===== config.mk =====
export PLATFORM = sky130hd
export DESIGN_NAME = interval_timer_bank_flat
export DESIGN_NICKNAME = d
export VERILOG_FILES = /design/src/rtl/interval_timer_bank_if.sv /design/src/rtl/interval_timer_bank.sv /design/src/flat_wrapper.sv
export SDC_FILE = /design/constraint.sdc
export NUM_CORES = 1
export LEC_CHECK = 0
export CAP_MARGIN = 20
export CORE_MARGIN = 1.5
export CORE_UTILIZATION = 55
export CTS_CLUSTER_SIZE = 12
export DETAILED_ROUTE_END_ITERATION = 12
export PLACE_DENSITY = 0.84
export SYNTH_ARGS = -nofsm -noshare
export SYNTH_HDL_FRONTEND = slang
export SYNTH_SLANG_ARGS = --single-unit

===== constraint.sdc =====
create_clock -name clk -period 5.2 [get_ports clk]
set_clock_uncertainty 0.2 [all_clocks]
set_input_delay 1.04 -clock clk [delete_from_list [all_inputs] [get_ports clk]]
set_output_delay 1.04 -clock clk [all_outputs]
set_load 0.01 [all_outputs]

===== src/rtl/interval_timer_bank_if.sv =====
// interval_timer_bank_if: command and status bundle for the timer bank.
// The controller drives start/stop/mode/limit and watches busy/done/count.
interface interval_timer_bank_if #(
  parameter int CHANNELS = 4,
  parameter int WIDTH    = 28
);
  logic [CHANNELS-1:0]       start;
  logic [CHANNELS-1:0]       stop;
  logic [CHANNELS-1:0]       periodic;
  logic [CHANNELS*WIDTH-1:0] limit;
  logic [CHANNELS-1:0]       busy;
  logic [CHANNELS-1:0]       done;
  logic [CHANNELS*WIDTH-1:0] count;

  modport master (
    output start, stop, periodic, limit,
    input  busy, done, count
  );

  modport slave (
    input  start, stop, periodic, limit,
    output busy, done, count
  );
endinterface


===== src/rtl/interval_timer_bank.sv =====
// interval_timer_bank: CHANNELS programmable interval timers
// driven by one shared free-running prescaler.
module interval_timer_bank #(
  parameter int CHANNELS = 4,
  parameter int WIDTH    = 28,
  parameter int PRESCALE = 1
) (
  input  logic                 clk,
  input  logic                 rst,
  interval_timer_bank_if.slave bus
);

  localparam int PW =
    (PRESCALE > 1) ? $clog2(PRESCALE) : 1;
  localparam logic [PW-1:0] PMAX = PW'(PRESCALE - 1);

  localparam logic [0:0] IDLE = 1'b0;
  localparam logic [0:0] RUN  = 1'b1;

  logic [PW-1:0] pre;
  logic          tick;

  // With PRESCALE=1 pre stays 0 and tick is constantly high.
  always_ff @(posedge clk) begin
    if (rst || pre == PMAX) begin
      pre <= '0;
    end else begin
      pre <= pre + PW'(1);
    end
  end

  assign tick = (pre == PMAX);

  for (genvar i = 0; i < CHANNELS; i++) begin : g_ch
    logic [0:0]       st;
    logic [WIDTH-1:0] cnt;
    logic [WIDTH-1:0] lim;
    logic [WIDTH-1:0] lim_in;
    logic             mode;
    logic             dn;

    assign lim_in = bus.limit[i*WIDTH +: WIDTH];

    always_ff @(posedge clk) begin
      if (rst) begin
        st   <= IDLE;
        cnt  <= '0;
        lim  <= '0;
        mode <= 1'b0;
        dn   <= 1'b0;
      end else begin
        dn <= 1'b0;
        if (st == IDLE) begin
          if (bus.start[i] && !bus.stop[i]) begin
            st   <= RUN;
            cnt  <= '0;
            lim  <= lim_in;
            mode <= bus.periodic[i];
          end
        end else begin
          priority case (1'b1)
            bus.stop[i]: begin
              st  <= IDLE;
              cnt <= '0;
            end
            bus.start[i]: begin
              cnt  <= '0;
              lim  <= lim_in;
              mode <= bus.periodic[i];
            end
            (tick && cnt == lim): begin
              dn  <= 1'b1;
              cnt <= '0;
              if (!mode) st <= IDLE;
            end
            tick: begin
              cnt <= cnt + WIDTH'(1);
            end
            default: begin
            end
          endcase
        end
      end
    end

    assign bus.busy[i] = (st == RUN);
    assign bus.done[i] = dn;
    assign bus.count[i*WIDTH +: WIDTH] = cnt;
  end

endmodule

===== src/flat_wrapper.sv =====
// flat-port wrapper written by rule: the top's interface ports become plain ports
module interval_timer_bank_flat 
#(
  parameter int CHANNELS = 4,
  parameter int WIDTH    = 28,
  parameter int PRESCALE = 1
)
  (clk, rst, bus_start, bus_stop, bus_periodic, bus_limit, bus_busy, bus_done, bus_count);
  interval_timer_bank_if #(.CHANNELS(CHANNELS), .WIDTH(WIDTH)) bus_i ();
  input  logic clk;
  input  logic rst;
  input wire logic [$bits(bus_i.start)-1:0] bus_start;
  input wire logic [$bits(bus_i.stop)-1:0] bus_stop;
  input wire logic [$bits(bus_i.periodic)-1:0] bus_periodic;
  input wire logic [$bits(bus_i.limit)-1:0] bus_limit;
  output wire logic [$bits(bus_i.busy)-1:0] bus_busy;
  output wire logic [$bits(bus_i.done)-1:0] bus_done;
  output wire logic [$bits(bus_i.count)-1:0] bus_count;
  assign bus_i.start = bus_start;
  assign bus_i.stop = bus_stop;
  assign bus_i.periodic = bus_periodic;
  assign bus_i.limit = bus_limit;
  assign bus_busy = bus_i.busy;
  assign bus_done = bus_i.done;
  assign bus_count = bus_i.count;
  interval_timer_bank #(.CHANNELS(CHANNELS), .WIDTH(WIDTH), .PRESCALE(PRESCALE)) u_core (.clk(clk), .rst(rst), .bus(bus_i));
endmodule

# --- Word-level counts from Yosys, hierarchy flattened ---
# Cells that the tools add are included.
word_totals:
  out_inout_bits: 120
  ff_bits: 237
  inputBits: 126
op_classes:
  addsub: 5
  eq_ne: 16
  mux: 84
  reduce_logical: 29
  bitwise_logic: 5
ops:
  columns: ["op", "n"]
  rows:
  - ["28-bit 2-to-1 mux", 40]
  - ["28-bit by 1-bit adder with 28-bit output, second input constant", 4]
  - ["28-bit == test", 4]
  - ["1-bit 2-to-1 mux", 44]
  - ["5-bit != test, second input constant", 4]
  - ["2-bit != test, second input constant", 8]
  - ["4-bit OR reduction", 4]
  - ["3-bit AND reduction", 4]
  - ["1-bit logical AND", 8]
  - ["2-bit AND reduction", 4]
  - ["2-bit nonzero test", 4]
  - ["1-bit NOT", 5]
  - ["1-bit logical NOT", 4]
  - ["1-bit adder, second input constant", 1]
  - ["1-bit logical OR", 1]

# --- Depth between registers and ports, before layout ---
logic_depth:
  depth_word: 6
  depth_mapped: 8
  depth_no_buf: 7

# --- Least setup slack after synthesis ---
# Ideal clock, no wire load.
synth_timing:
  path_kind: "input-to-reg"
  startpoint: "in bus_start[1]"
  endpoint: "reg u_core.g_ch[1].cnt[23]"
  arrival_ps: 2573
  slack_ps: 2342
  cell_stages: 7
  cell_sequence: "or3b_2 -> clkbuf_1 -> nand2b_1 -> a21oi_1 -> clkbuf_1 -> o31ai_1 -> a211oi_1"
synth_between:
  elab_chain_cells: 3
synth_lines:
  columns: ["item", "line_no", "text"]
  rows:
  - ["start, declared", "flat_wrapper.sv:12", "input wire logic [$bits(bus_i.start)-1:0] bus_start;"]
  - ["28-bit 2-to-1 mux or 1-bit logical AND (tied branches)", "interval_timer_bank.sv:61, interval_timer_bank.sv:54", null]
  - ["28-bit 2-to-1 mux or 2-bit nonzero test (tied branches)", null, null]
  - ["28-bit 2-to-1 mux or 2-bit AND reduction (tied branches)", null, null]
  - ["end signal, assigned", "interval_timer_bank.sv:77", "cnt <= cnt + WIDTH'(1);"]
  - ["end, declared", "interval_timer_bank.sv:36", "logic [WIDTH-1:0] cnt;"]
# Several ways; a longest one is shown, not always the timed one.
# A chain may end at the register's enable or synchronous reset.

# --- Worst setup path after layout ---
layout_timing:
  startpoint: "in bus_stop[1]"
  endpoint: "reg u_core.g_ch[1].cnt[5]"
layout_between:
  elab_chain_cells: 4
layout_lines:
  columns: ["item", "line_no", "text"]
  rows:
  - ["start, declared", "flat_wrapper.sv:13", "input wire logic [$bits(bus_i.stop)-1:0] bus_stop;"]
  - ["1-bit logical NOT", "interval_timer_bank.sv:54", "if (bus.start[i] && !bus.stop[i]) begin"]
  - ["1-bit logical AND", "interval_timer_bank.sv:54", null]
  - ["2-bit nonzero test (no source line)", null, null]
  - ["2-bit AND reduction (no source line)", null, null]
# Several ways; a longest one is shown, not always the timed one.

==> results.json <==
{
  "status": "finished clean",
  "synth_fp_nets": 1516,
  "crit_fanout": 13,
  "finalSetupTns_ns": 0,
  "post_route_cells_drive_above_1_share_pct": 4.10,
  "synth_top_area_cell": "dfxtp_1",
  "drt-initial-drc-count": 709,
  "ios": 246,
  "die_area_um2": 20800,
  "report.final.setup_viol": 0,
  "power_w": 0.00393,
  "ys_seq_area_share_pct": 43.2,
  "final.period_utilization_pct": 64.1,
  "yosysWarnings": 0,
  "n_antenna_cell": 0,
  "syn_area_um2": 11000,
  "cts_buffers": 25,
  "routed_wl_um": 30000,
  "start_util_pct": 56.3,
  "synth_common_cells": "301 x nand2_1, 237 x dfxtp_1, 138 x a21oi_1",
  "fp.coreArea_um2": 19500,
  "worstSkewPairLatency_ns": 0.51,
  "crit_arrival_ns": 3.57,
  "r2r_start": "u_core.g_ch[1].cnt[6]",
  "grt_max_degree": 89,
  "hold_start": "u_core.g_ch[0].lim[25]",
  "std_cell_rows": 51,
  "reg2reg_slack_ns": 2.49,
  "end_kind": "register",
  "powerDensity_nw_per_um2": 274,
  "clk_pin_slew_worst_paths_ns": 0.06,
  "ctsHoldBuffers": 0,
  "fp.dieW_um": 144,
  "irDropWorstVdd_mv": 0.227,
  "grt_antenna_before_repair": 0,
  "switching_share_pct": 23.1,
  "vias": 10300,
  "cts_tree": "built",
  "combPwrFrac_pct": 9.1,
  "firstDrtPassIters": 5,
  "clockRootBuffer": "clkbuf_16",
  "postSynth.asyncResetShare_pct": 0,
  "synth_seq_cells": 237,
  "grt_usage_pct": 28.8,
  "tightest_slew_ns": 0.938,
  "io_buffer_count": 245,
  "cts_buffer_depth": 3,
  "avgRoutedWirePerCell_um": 16.0,
  "slew_violations": 0,
  "dp_hpwl_um": 21900,
  "cp.required_ns": 5.44,
  "gp_congestion": 0.948,
  "grt_pass1_wl_um": 48300,
  "cts_setup_buffers": 0,
  "maxSlewHeadroom_pct": 37.4,
  "post_cts_resize_count": 0,
  "die_h_um": 144,
  "htreeDepth": 1,
  "postSynthCellCount": 1386,
  "vias_per_cell": 5.50,
  "synth.most_common_cell": "nand2_1",
  "grt_pass1_vias": 9743,
  "yosys_most_used_dff": "dfxtp_1",
  "rsz0062_at_grt": "no",
  "whs_ns": 0.266,
  "p_seq_share_pct": 48.4,
  "grt_overflow": 0,
  "drc": 0,
  "hold_viol_final": 0,
  "fmax_mhz": 300,
  "worstSetupStartpointType": "primary input",
  "syn2layout_area_growth_pct": 30.4,
  "avgSynthCellArea_um2": 7.93,
  "criticalPathCategory": "in2reg",
  "p_leak_nw": 4.97,
  "ant_nets": 0,
  "hold_path.class": "reg2reg",
  "p_switching_w": 0.000906,
  "fin_crit_ns": 3.33,
  "netlist.area_leader.share_pct": 43.2,
  "synth.distinct_cells": 51,
  "ys_top_cells_by_area": "dfxtp_1 43%, nand2_1 10%, xnor2_1 9.5%, a21oi_1 6.3%, xor2_1 5.7%",
  "maxCapViolCount": 0,
  "crit_start": "bus_stop[1]",
  "nNetsFinal": 1726,
  "clkPwrFrac_pct": 42.5,
  "p_int_w": 0.00302,
  "synth-edff-count": 0,
  "numClockSinks": 237
}
[critical path, cell delays in order]
cell,delay [ns]
clkdlybuf4s50_1,0.49
or3b_2,0.56
nand2b_1,0.19
a21oi_1,0.71
or3b_1,0.41
a31oi_1,0.16
[cell usage in the layout, fill, tap and decap left out, types with 3 or more instances in the layout]
| cell type | count |
|---|---|
| a211oi_1 | 7 |
| a21o_1 | 5 |
| a21oi_1 | 138 |
| a31oi_1 | 12 |
| and2_1 | 5 |
| and3_1 | 11 |
| and4_1 | 4 |
| buf_4 | 13 |
| clkbuf_1 | 6 |
| clkbuf_16 | 25 |
| clkbuf_8 | 4 |
| clkdlybuf4s50_1 | 244 |
| clkinv_2 | 3 |
| dfxtp_1 | 237 |
| ha_1 | 4 |
| inv_1 | 20 |
| nand2_1 | 301 |
| nand2b_1 | 13 |
| nand3_1 | 61 |
| nand3b_1 | 3 |
| nand4_1 | 49 |
| nor2_1 | 124 |
| nor2b_1 | 3 |
| nor2b_2 | 4 |
| nor3_1 | 28 |
| nor3b_1 | 3 |
| nor4_1 | 22 |
| o211ai_1 | 4 |
| o21a_1 | 5 |
| o21ai_0 | 17 |
| o21ai_1 | 5 |
| or3_1 | 4 |
| or4_1 | 3 |
| xnor2_1 | 119 |
| xor2_1 | 72 |
[routing by layer]
layer,vias to the layer above,track usage [%],wire length [um]
met5,-,0,0
met4,0,9.84,938
met3,70,4.74,2120
met2,426,47.8,14100
met1,4748,38.1,12900
li1,5054,-,-
[cells by family after synthesis]
family	count (synthesis)	share of synthesized area, %
buffers and inverters	98	3.72
muxes	2	0.182
other	1	0.0341
and+or+nand+nor	654	27.4
adders and majority gates	4	0.455
xor gates and xnor gates	191	15.2
AOI/OAI and AO/OA	199	9.85
DFF	237	43.2
[power groups by stage]
| stage | registers (W) | logic, W | clock network [W] |
|---|---|---|---|
| floorplan | 0.00193 | 0.000193 | 0 |
| global placement | 0.00194 | 0.000342 | 0 |
| detailed placement | 0.00194 | 0.000351 | 0 |
| CTS | 0.00190 | 0.000354 | 0.00169 |
| global route | 0.00191 | 0.000391 | 0.00177 |
| finish | 0.00190 | 0.000357 | 0.00167 |
[flip-flops by register name, summed over array words and instances (netlist names)]
name and count:
u_core.g_ch.cnt 112, u_core.g_ch.lim 112, u_core.g_ch.dn 4, u_core.g_ch.mode 4
u_core.g_ch.st 4, u_core.pre 1
[area by class of cell]
cell class                      count  area, um^2
Multi-Input combinational cell   1051        5840
Fill cell                        1516        5200
Sequential cell                   237        4740
Timing Repair Buffer              261        2590
Clock buffer                       35         703
Tap cell                          265         332
Inverter                           20        75.1
Clock inverter                      4        45.0
[stage by stage]
step / cell area, um^2 / instances / setup WS [ns] / utilization (%)
finish: 14300 / 1873 / 1.87 / 73.4
detailed placement: 13600 / 1831 / 1.39 / 69.4
global placement: 13500 / 1829 / 1.23 / 69.3
global route: 14300 / 1873 / 1.68 / 73.4
CTS: 14300 / 1870 / 1.92 / 73.2
floorplan: 11000 / 1386 / 2.34 / -
[worst paths after layout]
path,end,depth (start not counted)
setup / recovery,u_core.g_ch[1].cnt[5],6
hold / removal,u_core.g_ch[0].lim[25],2
setup reg to reg,u_core.g_ch[1].cnt[11],7
hold reg to reg,u_core.g_ch[0].lim[25],2
Power figures use the tool's default switching activity.
